## src/rtl/approx_err_pkg.sv

```systemverilog
// Shared state encoding, operand widths and helpers for the approximate-multiplier
// error accumulator (approx_err_acc and its err_calc_stage pipeline).
package approx_err_pkg;

  typedef enum logic [1:0] {
    IDLE,
    RUN,
    DRAIN,
    DONE
  } state_t;

  localparam int OP_W      = 8;
  localparam int PROD_W    = 16;
  localparam int DRAIN_CYC = 2;

  // Unsigned error distance between the exact and the approximate product.
  function automatic logic [PROD_W-1:0] abs_diff(input logic [PROD_W-1:0] x,
                                                 input logic [PROD_W-1:0] y);
    return (x >= y) ? (x - y) : (y - x);
  endfunction

endpackage

```

## src/rtl/err_calc_stage.sv

```systemverilog
// Two-stage pipeline: S1 captures an accepted sample, S2 holds its error distance
// and non-zero flag. APPROX_ERR_MAX_EN also forwards the operands alongside.
module err_calc_stage
  import approx_err_pkg::*;
(
  input  logic              clk,
  input  logic              rst,
  input  logic              accept,
  input  logic [OP_W-1:0]   a,
  input  logic [OP_W-1:0]   b,
  input  logic [PROD_W-1:0] prod8,
  output logic              out_valid,
  output logic [PROD_W-1:0] ed,
  output logic              nz
`ifdef APPROX_ERR_MAX_EN
  ,
  output logic [OP_W-1:0]   out_a,
  output logic [OP_W-1:0]   out_b
`endif
);

  logic              s1_valid;
  logic [OP_W-1:0]   s1_a;
  logic [OP_W-1:0]   s1_b;
  logic [PROD_W-1:0] s1_prod;
  logic [PROD_W-1:0] exact;
  logic [PROD_W-1:0] s1_ed;

  // S1 data only loads on accept so idle cycles do not disturb the registers.
  always_ff @(posedge clk or posedge rst) begin
    if (rst) begin
      s1_valid <= 1'b0;
      s1_a     <= '0;
      s1_b     <= '0;
      s1_prod  <= '0;
    end else begin
      s1_valid <= accept;
      if (accept) begin
        s1_a    <= a;
        s1_b    <= b;
        s1_prod <= prod8;
      end
    end
  end

  assign exact = PROD_W'(s1_a) * PROD_W'(s1_b);
  assign s1_ed = abs_diff(exact, s1_prod);

  always_ff @(posedge clk or posedge rst) begin
    if (rst) begin
      out_valid <= 1'b0;
      ed        <= '0;
      nz        <= 1'b0;
    end else begin
      out_valid <= s1_valid;
      if (s1_valid) begin
        ed <= s1_ed;
        nz <= (s1_ed != '0);
      end
    end
  end

`ifdef APPROX_ERR_MAX_EN
  always_ff @(posedge clk or posedge rst) begin
    if (rst) begin
      out_a <= '0;
      out_b <= '0;
    end else if (s1_valid) begin
      out_a <= s1_a;
      out_b <= s1_b;
    end
  end
`endif

endmodule

```

## src/rtl/approx_err_acc.sv

```systemverilog
// Error-statistics accumulator for an 8x8 approximate multiplier: run FSM, sample
// and error counters, saturating ED sum. Define APPROX_ERR_MAX_EN for max-ED tracking.
module approx_err_acc
  import approx_err_pkg::*;
#(
  parameter int CNT_W = 17,
  parameter int SUM_W = 33
) (
  input  logic              clk,
  input  logic              rst,
  input  logic              start,
  input  logic [CNT_W-1:0]  num_samples,
  input  logic              in_valid,
  output logic              in_ready,
  input  logic [OP_W-1:0]   a,
  input  logic [OP_W-1:0]   b,
  input  logic [PROD_W-1:0] prod8,
  output logic              busy,
  output logic              done,
  output logic [CNT_W-1:0]  sample_cnt,
  output logic [CNT_W-1:0]  err_cnt,
  output logic [SUM_W-1:0]  sum_ed
`ifdef APPROX_ERR_MAX_EN
  ,
  output logic [PROD_W-1:0] max_ed,
  output logic [OP_W-1:0]   max_a,
  output logic [OP_W-1:0]   max_b
`endif
);

  state_t            state;
  state_t            next_state;
  logic [1:0]        drain_cnt;
  logic [1:0]        next_drain;
  logic [CNT_W-1:0]  target;
  logic              accept;
  logic              start_go;
  logic              last_accept;
  logic              s2_valid;
  logic              s2_nz;
  logic [PROD_W-1:0] s2_ed;
  logic [SUM_W:0]    sum_wide;
  logic [SUM_W-1:0]  sum_sat;
`ifdef APPROX_ERR_MAX_EN
  logic [OP_W-1:0]   s2_a;
  logic [OP_W-1:0]   s2_b;
`endif

  assign accept      = in_valid && in_ready;
  assign start_go    = (state == IDLE) && start;
  assign last_accept = (sample_cnt + CNT_W'(1)) == target;

  err_calc_stage u_calc (
    .clk       (clk),
    .rst       (rst),
    .accept    (accept),
    .a         (a),
    .b         (b),
    .prod8     (prod8),
    .out_valid (s2_valid),
    .ed        (s2_ed),
    .nz        (s2_nz)
`ifdef APPROX_ERR_MAX_EN
    ,
    .out_a     (s2_a),
    .out_b     (s2_b)
`endif
  );

  // The final accept leaves RUN on the same edge so nothing more is taken in;
  // DRAIN then waits out the two pipeline stages before announcing done.
  always_comb begin
    next_state = state;
    next_drain = drain_cnt;
    case (state)
      IDLE: begin
        if (start) begin
          next_state = (num_samples == '0) ? DONE : RUN;
        end
      end
      RUN: begin
        if (accept && last_accept) begin
          next_state = DRAIN;
          next_drain = 2'(DRAIN_CYC - 1);
        end
      end
      DRAIN: begin
        if (drain_cnt == '0) begin
          next_state = DONE;
        end else begin
          next_drain = drain_cnt - 2'd1;
        end
      end
      DONE: begin
        next_state = IDLE;
      end
      default: begin
        next_state = IDLE;
      end
    endcase
  end

  always_ff @(posedge clk or posedge rst) begin
    if (rst) begin
      state     <= IDLE;
      drain_cnt <= '0;
      in_ready  <= 1'b0;
      busy      <= 1'b0;
      done      <= 1'b0;
    end else begin
      state     <= next_state;
      drain_cnt <= next_drain;
      in_ready  <= (next_state == RUN);
      busy      <= (next_state == RUN) || (next_state == DRAIN);
      done      <= (next_state == DONE);
    end
  end

  // One spare bit catches the carry so the sum clamps instead of wrapping.
  assign sum_wide = {1'b0, sum_ed} + (SUM_W + 1)'(s2_ed);
  assign sum_sat  = sum_wide[SUM_W] ? '1 : sum_wide[SUM_W-1:0];

  always_ff @(posedge clk or posedge rst) begin
    if (rst) begin
      target     <= '0;
      sample_cnt <= '0;
      err_cnt    <= '0;
      sum_ed     <= '0;
    end else if (start_go) begin
      target     <= num_samples;
      sample_cnt <= '0;
      err_cnt    <= '0;
      sum_ed     <= '0;
    end else begin
      if (accept) begin
        sample_cnt <= sample_cnt + CNT_W'(1);
      end
      if (s2_valid) begin
        err_cnt <= err_cnt + CNT_W'(s2_nz);
        sum_ed  <= sum_sat;
      end
    end
  end

`ifdef APPROX_ERR_MAX_EN
  // Strict greater-than keeps the first sample that reached the maximum.
  always_ff @(posedge clk or posedge rst) begin
    if (rst) begin
      max_ed <= '0;
      max_a  <= '0;
      max_b  <= '0;
    end else if (start_go) begin
      max_ed <= '0;
      max_a  <= '0;
      max_b  <= '0;
    end else if (s2_valid && (s2_ed > max_ed)) begin
      max_ed <= s2_ed;
      max_a  <= s2_a;
      max_b  <= s2_b;
    end
  end
`endif

endmodule

```

## config.mk

```make
export PLATFORM = sky130hd
export DESIGN_NAME = approx_err_acc
export DESIGN_NICKNAME = d
export VERILOG_FILES = /design/src/rtl/approx_err_pkg.sv /design/src/rtl/err_calc_stage.sv /design/src/rtl/approx_err_acc.sv
export SDC_FILE = /design/constraint.sdc
export NUM_CORES = 1
export LEC_CHECK = 0
export BUFFER_PORTS_ARGS = -buffer_cell sky130_fd_sc_hd__buf_4
export CORE_ASPECT_RATIO = 0.6
export CORE_MARGIN = 1.5
export CORE_UTILIZATION = 60
export CTS_CLUSTER_DIAMETER = 150
export DETAILED_ROUTE_END_ITERATION = 10
export PLACE_DENSITY = 0.9
export SKIP_CTS_REPAIR_TIMING = 1
export SLEW_MARGIN = 40
export SYNTH_ARGS = -nofsm -noshare
export SYNTH_HDL_FRONTEND = slang
export SYNTH_HIERARCHICAL = 1
export SYNTH_SLANG_ARGS = --single-unit
```

## constraint.sdc

```tcl
create_clock -name clk -period 8.8 [get_ports clk]
set_clock_uncertainty 0.05 [all_clocks]
set_input_delay 0 -clock clk [delete_from_list [all_inputs] [get_ports clk]]
set_output_delay 0 -clock clk [all_outputs]
set_load 0.01 [all_outputs]
```

# Word-level counts from Yosys, hierarchy flattened
# Index checks and enable logic that the tools add are counted.
[word_totals]
regBits = 142
input_bits = 53
out_inout_bits = 70
elab_cells = 61
[classes]
add_sub_neg = 6
multipliers = 1
n_lt_le_gt_ge = 1
n_eq_ne = 9
mux = 16
n_reduce_logical = 12
[op_table]
columns = ["operator", "count"]
rows = [
  ["$mux 33", 3],
  ["$mux 17", 4],
  ["$add 33x16->34", 1],
  ["$sub 16x16->16", 2],
  ["$add 17x1->17", 1],
  ["$add 17x1->17 const B", 1],
  ["$eq 17x17->1", 1],
  ["$logic_not 17->1", 1],
  ["$ge 16x16->1", 1],
  ["$mul 8x8->16", 1],
  ["$mux 16", 1],
  ["$reduce_bool 16->1", 1],
  ["$mux 2", 6],
  ["$eq 2x2->1 const B", 4],
  ["$pmux 2 s4", 1],
  ["$reduce_bool 2->1", 3],
  ["$eq 2x1->1 const B", 2],
  ["$logic_not 2->1", 2],
  ["$ne 2x2->1 const B", 2],
  ["$pmux 2 s2", 1],
  ["$logic_and 1x1->1", 3],
  ["$reduce_and 3->1", 1],
  ["$sub 2x1->2 const B", 1],
  ["$logic_or 1x1->1", 1],
]

# Longest topological paths before layout
[logic_depth]
ltp_word = 7
depth_mapped = 29
depth_no_buf = 28

# By module
# Netlist, hierarchy kept.
[modules_own_cells]
columns = ["mod", "instances", "cells_per_inst", "area_each_um2", "seq_area_each_um2"]
rows = [
  ["err_calc_stage", 1, 654, 5756.8, 1276.2],
  ["approx_err_acc", 1, 643, 5695.5, 2277.2],
]

# Worst setup path before layout
# No wires, ideal clock.
[synth_timing]
path_type = "reg-to-reg"
startpoint = "register u_calc.s1_a[1]"
endpoint = "register u_calc.nz"
setup_ns = 0.134
arrival_ns = 6.393
required_ns = 8.616
setup_slack_ns = 2.223
path_stages_with_launch = 27
n_path_buf = 1
synth_period_minus_slack_ns = 6.577
path_cell_list = "dfrtp_1 > and2_1 > fa_1 > fa_1 > inv_1 > fa_1 > fa_1 > inv_1 > ha_1 > a21oi_1 > o21bai_1 > a21oi_1 > nor2b_1 > o21a_1 > o31a_1 > o41ai_1 > xnor2_1 > ha_1 > and4_1 > a21oi_1 > nor2b_1 > clkbuf_1 > nand2_2 > mux2i_1 > or4_4 > a2111oi_2 > a21oi_1"
[synth_via]
elab_chain_cells = 4
word_cells_on_any_way = 6
classes_between = "2 x add/sub; 1 x mul; 1 x order compare; 1 x mux; 1 x reduce/logical"
[synth_lines]
columns = ["item", "line", "rtl"]
rows = [
  ["start: declaration", "err_calc_stage.sv:23", "logic [OP_W-1:0] s1_a;"],
  ["start signal: assignment", "err_calc_stage.sv:33", "s1_a <= '0;"],
  ["start signal: assignment", "err_calc_stage.sv:39", "s1_a <= a;"],
  ["$mul 8x8->16 *", "err_calc_stage.sv:46", "assign exact = PROD_W'(s1_a) * PROD_W'(s1_b);"],
  ["$sub 16x16->16 or $ge 16x16->1 (tied branches)", "approx_err_pkg.sv:19", "return (x >= y) ? (x - y) : (y - x);"],
  ["$mux 16 *", "approx_err_pkg.sv:19", ""],
  ["$reduce_bool 16->1 *", "err_calc_stage.sv:58", "nz <= (s1_ed != '0);"],
  ["end signal: assignment", "err_calc_stage.sv:58", ""],
  ["end: declaration", "err_calc_stage.sv:14", "output logic nz"],
]
# Mark *: on every way between the ends. The rest lies on a longest branch, timed or not.
# A chain may end at the register's enable or synchronous reset.

# Worst setup path in the final report
# Ends and elaborated chain as after synthesis.

==> results.toml <==
[timing]
period_share = 0.861
worstMarginPinSlew_ps = 777
drv_slew = 0
setup_viol = 0
rsz0062_at_grt = "false"
min_period_ps = 7570
fmax_mhz = 132
setup_tns_ps = 0
worst_slack_ps = 1230
max_slew_margin = 0.479
hold_viol = 0

[layout]
area_growth_syn_to_layout_pct = 19.0
drive_gt1_frac = 0.147
num_antenna_cells = 0
final_common_cell = "dfrtp_1"
design_area_um2 = 13600
final_cell_mix = "dfrtp_1, nand2_1, buf_4"
num-nets-final = 1621
final_core_util = 0.741
fillCellCount = 1187

[placement]
dp_slack_ps = 1500
dp_hpwl_um = 21900
placed_area_um2 = 12500
port_buffers = 122
gp_congestion = 0.955

[synthesis]
netlist_area_um2 = 11500
yosysUniqueCellTypes = 78
synth_edf_count = 0
yosysWarnings = 6
synth_seq_cells = 142
netlist_instances = 1297
yosys.area_share.adder = 0.170
synthArstFlopShare = 1.00
synth-main-ff-cell = "dfrtp_1"
synth_top_family_by_area = "simple AND/OR/NAND/NOR gates"
synth_simple_gate_area_frac = 0.200
syn_nets = 1482
muxShareOfSynthArea = 0.0275
synth_compound_area_frac = 0.168
synth.avg_cell_area_um2 = 8.83
synth-xor-area-share = 0.0627
yosysSeqAreaShare = 0.310

[worst_hold_path]
hold_path.class = "primary input to flop"

[floorplanning]
num_rows = 38
core_um2 = 18400
die_w_um = 181
ios = 123
start_util = 0.622
die-area_um2 = 20000
die_y_um = 110

[cts]
clk_pin_slew_ps = 70
cts_tree = "built"
clkLatencyLatePin_ps = 440
cts.sinks = 142
cts_buffers = 17
h-tree-depth = 4
root_buffer = "clkbuf_16"
cts_buffer_depth = 2

[route]
drt_iter0_drc = 1197
first_pass_iters = 6
wire_per_inst_um = 19.0
wl_um = 32000
ant_nets = 0
avgViaCountPerCell = 6.28
vias = 10600
drc = 0

[setup_path]
critPathSlowestCell = "fa_1"
required_ps = 9060
crit_type = "flop to flop"
path_max_fanout = 15
worstSetupEndpointType = "flop"
max_stage_delay_ps = 570
crit_arrival_ps = 7830
critPathLaunchType = "flop"

[grt]
antenna_found_initial = 0
grt_util_all_layers = 0.308
grt-ovfl-total = 0
grt_pass1_vias = 9553
grt_max_degree = 68
grt_pass1_wl_um = 48500

[status]
status = "complete, no violations"

[flow_run]
cap_violations = 0
==> sequential cells by signal, indices dropped and copies added (netlist names), 2 cells and up <==
signal and count:
sample_cnt 17, u_calc/ed 16, u_calc/s1_prod 16, u_calc/s1_b 8, sum_ed 33, u_calc/s1_a 8, drain_cnt 2, target 17
state 2, err_cnt 17
==> cell families (layout without fill, tap and decap cells) <==
family / after synthesis / count (layout)
AO/OA/AOI/OAI: 294 / 294
XOR/XNOR: 82 / 82
adder cells (fa/ha/maj): 132 / 132
buffers and inverters: 174 / 325
flip-flops: 142 / 142
multiplexers: 29 / 29
AND/OR/NAND/NOR: 444 / 444
==> through the flow <==
step	hold slack (ps)	instances
floorplan	55.4	1297
global placement	-27.6	1606
detailed placement	-21.3	1606
CTS	-478	1637
global route	66.5	1688
finish	42.4	1688
==> layout make-up <==
| cell class | instances | area [um^2] | area share |
|---|---|---|---|
| inverter | 113 | 425 | 0.0312 |
| timing repair buffer | 181 | 1490 | 0.109 |
| sequential | 142 | 3550 | 0.261 |
| tap | 240 | 300 | 0.0220 |
| multi-input combinational | 981 | 7210 | 0.529 |
| clock inverter | 13 | 213 | 0.0156 |
| clock buffer | 18 | 439 | 0.0322 |
==> Yosys cell counts, drive strengths merged, types with 24 or more instances <==
cell / number / area [um^2]
dfrtp: 142 / 3550
nand2: 135 / 512
inv: 113 / 424
ha: 93 / 1160
nor2: 87 / 327
a21oi: 82 / 418
o21ai: 67 / 347
and2: 65 / 407
xnor2: 46 / 403
clkbuf: 43 / 161
fa: 39 / 781
xor2: 36 / 315
nand3: 28 / 153
a21o: 24 / 180
==> final timing paths <==
path,slack [ps],end,from,cells past startpoint
max,1230,u_calc/nz$_DFFE_PP0P_,u_calc/s1_a[1]$_DFFE_PP0P_,26
min,40,sample_cnt[1]$_DFFE_PP0P_,in_valid,4
max reg2reg,1230,u_calc/nz$_DFFE_PP0P_,u_calc/s1_a[1]$_DFFE_PP0P_,26
min reg2reg,440,drain_cnt[0]$_DFFE_PP0P_,drain_cnt[0]$_DFFE_PP0P_,1
max in group asynchronous,7650,sum_ed[11]$_DFFE_PP0P_,rst,4
min in group asynchronous,90,target[14]$_DFFE_PP0P_,rst,3
==> worst max-delay path, delay by kind of cell (launching register included) <==
family	cells	cell delay, ps
AO/OA/AOI/OAI	9	2180
AND/OR/NAND/NOR	6	1350
adder cells (fa/ha/maj)	6	2660
buffers and inverters	3	350
flip-flops	1	500
multiplexers	1	180
XOR/XNOR	1	170
==> routing by layer <==
layer	track usage	wire length, um	vias to the layer above
met5	0	0	-
met4	0.0774	918	0
met3	0.0848	3700	106
met2	0.445	13600	700
met1	0.455	13800	5015
li1	-	-	4785
Power is not shown: default switching activity piles up to over one toggle a cycle in this logic, so the estimate is an artifact.
